### src/rtl/pc_unit_pkg.sv
`default_nettype none
// ============================================================================
//  Module      : pc_unit_pkg
//  Description : Shared definitions for the program-counter unit: next-PC
//                mode encodings and default widths / vectors.
//  Revision    : 1.0  initial release
// ============================================================================
package pc_unit_pkg;

    // Default datapath geometry
    localparam int PC_WIDTH     = 32;
    localparam int PC_IMM_W     = 16;
    localparam int PC_STEP      = 4;
    localparam int PC_RAS_DEPTH = 4;
    localparam int PC_RESET_VEC = 0;
    localparam int PC_TRAP_VEC  = 32'h80;

    // Next-PC mode encoding; codes 5..7 behave as SEQ
    localparam logic [2:0] MODE_SEQ    = 3'd0;
    localparam logic [2:0] MODE_BRANCH = 3'd1;
    localparam logic [2:0] MODE_JREG   = 3'd2;
    localparam logic [2:0] MODE_CALL   = 3'd3;
    localparam logic [2:0] MODE_RET    = 3'd4;

endpackage
`default_nettype wire

### src/rtl/pc_unit_ras_stack.sv
`default_nettype none
// ============================================================================
//  Module      : ras_stack
//  Description : Circular return-address stack. A push onto a full stack
//                overwrites the oldest entry; a pop from an empty stack is
//                ignored. Both conditions raise a registered one-cycle flag.
//  Ports       : clk, rst_n (sync active-low), push, pop, din -> top, count,
//                ovf (push while full), unf (pop while empty)
//  Revision    : 1.0  initial release
// ============================================================================
module ras_stack #(
    parameter int DEPTH = 4,
    parameter int WIDTH = 32
) (
    input  logic                       clk,
    input  logic                       rst_n,
    input  logic                       push,
    input  logic                       pop,
    input  logic [WIDTH-1:0]           din,
    output logic [WIDTH-1:0]           top,
    output logic [$clog2(DEPTH):0]     count,
    output logic                       ovf,
    output logic                       unf
);

    localparam int             AW     = $clog2(DEPTH);
    localparam logic [AW:0]    c_full = (AW+1)'(DEPTH);

    logic [WIDTH-1:0] r_mem [DEPTH];
    logic [AW-1:0]    r_ptr;     // index of the current top entry
    logic [AW:0]      r_count;
    logic             r_ovf;
    logic             r_unf;

    logic             w_full;
    logic             w_empty;
    logic [AW-1:0]    w_ptr_inc;
    logic [AW-1:0]    w_ptr_dec;

    assign w_full    = (r_count == c_full);
    assign w_empty   = (r_count == '0);
    assign w_ptr_inc = r_ptr + AW'(1);
    assign w_ptr_dec = r_ptr - AW'(1);

    // The pointer wraps naturally, so a push while full lands on the
    // oldest slot and the most recent DEPTH addresses survive.
    always_ff @(posedge clk) begin
        if (!rst_n) begin
            for (int i = 0; i < DEPTH; i++) begin
                r_mem[i] <= '0;
            end
            r_ptr   <= '0;
            r_count <= '0;
            r_ovf   <= 1'b0;
            r_unf   <= 1'b0;
        end else begin
            r_ovf <= push && w_full;
            r_unf <= !push && pop && w_empty;
            if (push) begin
                r_ptr            <= w_ptr_inc;
                r_mem[w_ptr_inc] <= din;
                if (!w_full) begin
                    r_count <= r_count + (AW+1)'(1);
                end
            end else if (pop && !w_empty) begin
                r_ptr   <= w_ptr_dec;
                r_count <= r_count - (AW+1)'(1);
            end
        end
    end

    assign top   = r_mem[r_ptr];
    assign count = r_count;
    assign ovf   = r_ovf;
    assign unf   = r_unf;

endmodule
`default_nettype wire

### src/rtl/pc_unit.sv
`default_nettype none
// ============================================================================
//  Module      : pc_unit
//  Description : Program counter with sequential, conditional relative
//                branch, register jump, call and return modes, a circular
//                return-address stack, stall and misaligned-target trap.
//  Ports       : clk, rst_n (sync active-low), stall, mode[2:0], cond,
//                imm[IMM_W], din[WIDTH] -> pc (registered), pc_next (comb),
//                ras_count, ras_ovf / ras_unf / misalign (one-cycle pulses)
//  Revision    : 1.0  initial release
// ============================================================================
module pc_unit
    import pc_unit_pkg::*;
#(
    parameter int WIDTH     = PC_WIDTH,
    parameter int IMM_W     = PC_IMM_W,
    parameter int RESET_VEC = PC_RESET_VEC,
    parameter int TRAP_VEC  = PC_TRAP_VEC,
    parameter int RAS_DEPTH = PC_RAS_DEPTH,
    parameter int STEP      = PC_STEP
) (
    input  logic                          clk,
    input  logic                          rst_n,
    input  logic                          stall,
    input  logic [2:0]                    mode,
    input  logic                          cond,
    input  logic [IMM_W-1:0]              imm,
    input  logic [WIDTH-1:0]              din,
    output logic [WIDTH-1:0]              pc,
    output logic [WIDTH-1:0]              pc_next,
    output logic [$clog2(RAS_DEPTH):0]    ras_count,
    output logic                          ras_ovf,
    output logic                          ras_unf,
    output logic                          misalign
);

    localparam logic [WIDTH-1:0] c_reset_vec = WIDTH'(RESET_VEC);
    localparam logic [WIDTH-1:0] c_trap_vec  = WIDTH'(TRAP_VEC);
    localparam logic [WIDTH-1:0] c_step      = WIDTH'(STEP);

    logic [WIDTH-1:0] r_pc;
    logic             r_misalign;

    logic [WIDTH-1:0] w_seq;
    logic [WIDTH-1:0] w_simm;
    logic [WIDTH-1:0] w_target;
    logic [WIDTH-1:0] w_ras_top;
    logic             w_check;
    logic             w_misalign;
    logic             w_push;
    logic             w_pop;
    logic             w_ras_empty;

    assign w_seq       = r_pc + c_step;
    // Word offset: sign-extend first, then scale to bytes
    assign w_simm      = WIDTH'($signed(imm)) << 2;
    assign w_ras_empty = (ras_count == '0);

    always_comb begin
        w_target = w_seq;
        w_check  = 1'b0;
        w_push   = 1'b0;
        w_pop    = 1'b0;
        case (mode)
            MODE_BRANCH: begin
                if (cond) begin
                    w_target = w_seq + w_simm;
                end
            end
            MODE_JREG: begin
                w_target = din;
                w_check  = 1'b1;
            end
            MODE_CALL: begin
                w_target = din;
                w_check  = 1'b1;
                w_push   = 1'b1;
            end
            MODE_RET: begin
                // The pop request is still issued on an empty stack so the
                // stack itself reports the underflow; the PC falls through.
                w_pop = 1'b1;
                if (!w_ras_empty) begin
                    w_target = w_ras_top;
                    w_check  = 1'b1;
                end
            end
            default: begin
                w_target = w_seq;
            end
        endcase
    end

    assign w_misalign = w_check && (w_target[1:0] != 2'b00);
    assign pc_next    = w_misalign ? c_trap_vec : w_target;

    ras_stack #(
        .DEPTH (RAS_DEPTH),
        .WIDTH (WIDTH)
    ) u_ras (
        .clk   (clk),
        .rst_n (rst_n),
        .push  (w_push && !stall),
        .pop   (w_pop && !stall),
        .din   (w_seq),
        .top   (w_ras_top),
        .count (ras_count),
        .ovf   (ras_ovf),
        .unf   (ras_unf)
    );

    always_ff @(posedge clk) begin
        if (!rst_n) begin
            r_pc       <= c_reset_vec;
            r_misalign <= 1'b0;
        end else begin
            r_misalign <= !stall && w_misalign;
            if (!stall) begin
                r_pc <= pc_next;
            end
        end
    end

    assign pc       = r_pc;
    assign misalign = r_misalign;

endmodule
`default_nettype wire

### config.mk
export PLATFORM = sky130hd
export DESIGN_NAME = pc_unit
export DESIGN_NICKNAME = d
export VERILOG_FILES = /design/src/rtl/pc_unit_pkg.sv /design/src/rtl/pc_unit_ras_stack.sv /design/src/rtl/pc_unit.sv
export SDC_FILE = /design/constraint.sdc
export NUM_CORES = 1
export LEC_CHECK = 0
export ABC_CLOCK_PERIOD_IN_PS = 14200
export BUFFER_PORTS_ARGS = -buffer_cell sky130_fd_sc_hd__buf_2
export CORE_ASPECT_RATIO = 1.2
export CORE_UTILIZATION = 66
export CTS_BUF_LIST = sky130_fd_sc_hd__clkbuf_8
export DETAILED_ROUTE_END_ITERATION = 8
export GPL_TIMING_DRIVEN = 0
export PLACE_DENSITY = 0.89
export SYNTH_ARGS = -nofsm -noshare
export SYNTH_HDL_FRONTEND = slang
export SYNTH_SLANG_ARGS = --single-unit
### constraint.sdc
create_clock -name clk -period 14.2 [get_ports clk]
set_input_delay 2.84 -clock clk [delete_from_list [all_inputs] [get_ports clk]]
set_output_delay 2.84 -clock clk [all_outputs]
set_load 0.02 [all_outputs]
Word level (Yosys, flattened, before mapping)
Memories as Yosys holds them, arrays and structs flattened. A register that Yosys moved wholly into a read port is not among the register bits.
Cells that the tools add are included.
Cells by class
  mux-type cells: 22
  reduce and logical (&&, ||, !) cells: 17
  $add $sub $neg: 6
  equal/unequal tests: 6
Operator list (number)
  2-to-1 mux 32 bit: 4
  case mux 32 bit (3 select lines): 1
  adder 32 x 3 -> 32 bit (second input constant): 1
  adder 32 bit: 1
  OR reduction 32 bit: 1
  2-to-1 mux 2 bit: 5
  2-to-1 mux 3 bit: 3
  logical AND 1 bit: 8
  2-to-1 mux 1 bit: 8
  == test 3 x 2 -> 1 bit (second input constant): 2
  == test 3 bit (second input constant): 2
  nonzero test 2 bit: 2
  adder 3 x 1 -> 3 bit (second input constant): 1
  == test 3 x 1 -> 1 bit (second input constant): 1
  logical NOT 1 bit: 3
  logical NOT 3 bit: 1
  subtractor 3 x 1 -> 3 bit (second input constant): 1
  adder 2 x 1 -> 2 bit (second input constant): 1
  != test 2 bit (second input constant): 1
  case mux 1 bit (2 select lines): 1
  AND reduction 2 bit: 1
  OR reduction 2 bit: 1
  subtractor 2 x 1 -> 2 bit (second input constant): 1
Storage, ports and cells
  flip-flop bits (word level): 40
  memories kept: 1
  word-level logic and storage cells: 58
  RAM bits: 128
  bits of input ports: 55
Memory list
  u_ras.r_mem: depth 4, width 32, read ports 1, clocked after Yosys merged registers in 1, wr ports 4, line pc_unit_ras_stack.sv:29  | logic [WIDTH-1:0] r_mem [DEPTH];

Logic depth before layout (Yosys ltp)
  word-level depth: 8
  mapped depth: 16
  mapped depth without buffers: 15

Hierarchy
A second synthesis with hierarchy kept.
Second synthesis, totals
  cell total of the unflattened synthesis: 1028
  area, all modules: 10430.0 µm²
By module, submodules not included
  ras_stack: instances 1, area an instance 5794.3 µm², sequential area each 4023.9 µm², cells each 398
  pc_unit: instances 1, area an instance 4635.7 µm², sequential area each 660.6 µm², cells each 630

Worst setup path before layout
Ideal clock, no wire load.
  kind: in2out
  start: in imm[15]
  end: out pc_next[31]
  stages: 10
  data required time: 11360 ps
  path slack: 6124 ps
  data arrival time: 5236 ps
  path through: ha_1 buf_2 nand4_1 nor3_1 nand4_1 o32a_1 o21a_1 xor2_1 mux2i_1 nor4_1
Between the ends
  word-level cells in the longest chain between the ends: 4
RTL lines
  from (decl): line pc_unit.sv:27  | input logic [IMM_W-1:0] imm,
  adder 32 bit: line pc_unit.sv:67  | w_target = w_seq + w_simm;
  2-to-1 mux 32 bit: line pc_unit.sv:66  | if (cond) begin
  case mux 32 bit (3 select lines): line pc_unit.sv:64  | case (mode)
  2-to-1 mux 32 bit: line pc_unit.sv:95  | assign pc_next = w_misalign ? c_trap_vec : w_target;
  to (decl): line pc_unit.sv:30  | output logic [WIDTH-1:0] pc_next,
Every way passes these cells.

Final worst setup path
  start: in imm[0]
  end: out pc_next[26]
The elaborated chain is that of the path after synthesis.

==> impl_metrics.ini <==
[clock_tree]
cts_hold_buf = 0
htree_levels = 4
clk_latency_ps = 470
cts_root_buf = clkbuf_8
cts_buffers = 17
postCtsResizedCells = 0
clkTransAtPathRegs_ps = 100
cts_setup_buffers = 0
ctsLongestPathBuffers = 2
cts_sinks = 170
cts_tree = done

[floorplan]
num_rows = 49
initial_core_util_pct = 68.6
io-pin-count = 125
dieArea_sq_mm = 0.0163
die_w_microns = 117
die_y_microns = 140
core_area_sq_mm = 0.0152

[global_route]
grtUsageMet3_pct = 9.84
top_usage_layer = met2
antenna_found_initial = 0
use_met1_pct = 54.9
grt_usage_pct = 43.2
grt_first_pass_wirelength_microns = 50900
met2_usage_pct = 68.0
grt_pass1_vias = 9080
grt_remaining_overflow = 0
grt_max_degree = 33

[sta]
hold_violations = 0
maxSlewHeadroom_pct = 20.4
finalHoldWorstSlack_ps = 489
rsz0062_at_grt = no
drv_slew = 0
max_freq_mhz = 113
skew_ps = 14.5
final.setup.tns_ps = 0
worst_slew_pin_slew_ps = 1180
finalSetupViolations = 0
fin_ws_ps = 5360
fin_crit_sh_pct = 62.3
period_needed_ps = 8840

[synth]
ys_seq_elements = 170
syn_area_sq_mm = 0.0104
synth_area_leaders = edfxtp_1 37%, dfxtp_1 8.1%, mux4_2 6.5%, nor2_1 4.6%, ha_1 4.3%
synth-edff-count = 128
postSynthCellCount = 1051
yosysWarnings = 0
synth_cell_types = 78
avgSynthCellArea_sq_um = 9.93
synth_commonest_cells = 128 x edfxtp_1, 128 x nor2_1, 91 x nand2_1
async_flop_share_pct = 0
yosys_most_used_dff = edfxtp_1
syn-num-nets = 1144
ys_seq_area_share_pct = 44.9
synth_top_area_share_pct = 36.8
yosysTopAreaCell = edfxtp_1

[worst_setup_path]
rr_worst_depth = 13
critPathArrivalTime_ps = 6000
reg2reg_setup_slack_ps = 9170
cp.required_ps = 11360
crit_path_end_kind = output pin
critPathLaunchType = input pin
crit_fanout = 5
rr_endpoint = pc[26]$_SDFFE_PN0N_
r2r_start = pc[2]$_SDFFE_PN0N_
critical_path_class = input pin to output pin

[finish]
antenna_cells = 0
drive_gt1_share_pct = 19.5
final_nets = 1290
syn2layout_area_growth_pct = 13.6
final_core_util_pct = 78.0

[power_and_ir_drop]
power_density_mw_per_mm2 = 95.7
p_switching_mw = 0.346
ir_worst_vdd_v = 0.0000898
p_int_mw = 0.789
p_seq_share_pct = 49.5
switching_share_pct = 30.5
power.leakage_nw = 4.79
power_mw = 1.13
pwr-share-comb_pct = 17.9
power_frac_clock_pct = 32.6

[route]
final_antenna_net_count = 0
viasPerCell = 6.84
drt_iter0_markers = 1341
vias = 9675
wl_microns = 34400
drc = 0
wl_per_cell_microns = 24.3
drt_first_pass_iters = 9

[place]
pre_cts_slack_ps = 5530
place_congestion = 1.01
place_hpwl_microns = 25900
port_buffers = 123

[worst_hold_path]
hold_depth = 2
worstHoldStart = pc[1]$_SDFFE_PN0N_
hold_class = register to register
min_to = pc[1]$_SDFFE_PN0N_

[run]
maxCapViolCount = 0

[run_status]
status = completed
-- per-stage QoR --
stage	cell area (sq um)	cells
2_1_floorplan	10400	1051
3_3_place_gp	11300	1378
3_5_place_dp	11400	1382
4_1_cts	11900	1414
5_1_grt	11900	1414
6_report	11900	1414
-- how the worst max path moves through the flow --
stage             from                                to  slack (ps)  cells past startpoint
2_1_floorplan  imm[15]                       pc_next[31]        6120                     10
3_3_place_gp   mode[1]  u_ras.r_mem[1][14]$_SDFFCE_PN0P_        5440                      7
3_5_place_dp   imm[15]                       pc_next[31]        5530                     12
4_1_cts        imm[15]                       pc_next[31]        5520                     12
5_1_grt        imm[15]                       pc_next[31]        5260                     12
6_report        imm[0]                       pc_next[26]        5360                     13
-- per-layer routing --
layer | wire length (microns) | up-vias | share of wire [%]
li1 | - | 4187 | -
met1 | 12000 | 4549 | 35
met2 | 16100 | 765 | 47
met3 | 4330 | 174 | 13
met4 | 1920 | 0 | 5.6
met5 | 0 | - | 0
-- power by group through the flow --
stage / combinational [mW] / sequential (mW) / clock (mW)
6_report: 0.203 / 0.562 / 0.370
5_1_grt: 0.214 / 0.563 / 0.380
4_1_cts: 0.196 / 0.561 / 0.364
3_5_place_dp: 0.195 / 0.572 / 0
3_3_place_gp: 0.188 / 0.572 / 0
2_1_floorplan: 0.123 / 0.573 / 0
-- layout make-up --
| type | count | area (sq um) |
|---|---|---|
| repair buffers | 127 | 706 |
| clock inverters | 14 | 174 |
| fillers | 1073 | 3350 |
| inverters | 59 | 221 |
| plain buffers | 63 | 264 |
| flip-flops and latches | 170 | 4680 |
| multi-input cells | 759 | 5300 |
| well taps | 204 | 255 |
| clock buffers | 18 | 248 |
-- cells by family after synthesis --
| family | count (synthesis) | synth area share, % |
|---|---|---|
| buffers and inverters | 122 | 4.65 |
| DFF | 170 | 44.9 |
| muxes | 41 | 7.57 |
| and+or+nand+nor | 388 | 18.0 |
| AOI/OAI and AO/OA | 239 | 15.7 |
| xor gates and xnor gates | 53 | 4.52 |
| adders and majority gates | 38 | 4.70 |
-- flip-flops by register name (all words and copies together), names as in the netlist, named ones only --
name	flops
pc	32
u_ras.r_mem	128
u_ras.ovf	1
misalign	1
u_ras.unf	1
u_ras.r_ptr	2
u_ras.count	3
-- critical path: stages --
cell      delay (ps)
buf_2             90
ha_1             240
inv_1             80
fa_1             400
nor2b_1          190
o31a_1           190
o31a_1           370
o41ai_4          150
o31ai_2          570
mux2i_1          300
a21boi_0         190
nor2_1           210
buf_2            200
-- cells in the final DEF (no fill, tap or decap), types with 18 or more instances in the layout --
cell        n
ha_1       36
nand3_1    26
dfxtp_1    42
a21oi_1    57
clkbuf_1   42
nor3_1     60
edfxtp_1  128
xor2_1     18
mux4_2     30
buf_2     138
xnor2_1    34
nor2_1    128
o21ai_0    55
clkbuf_8   18
inv_1      59
nand2_1    90
Note: power is estimated with default switching activity, not from simulation.
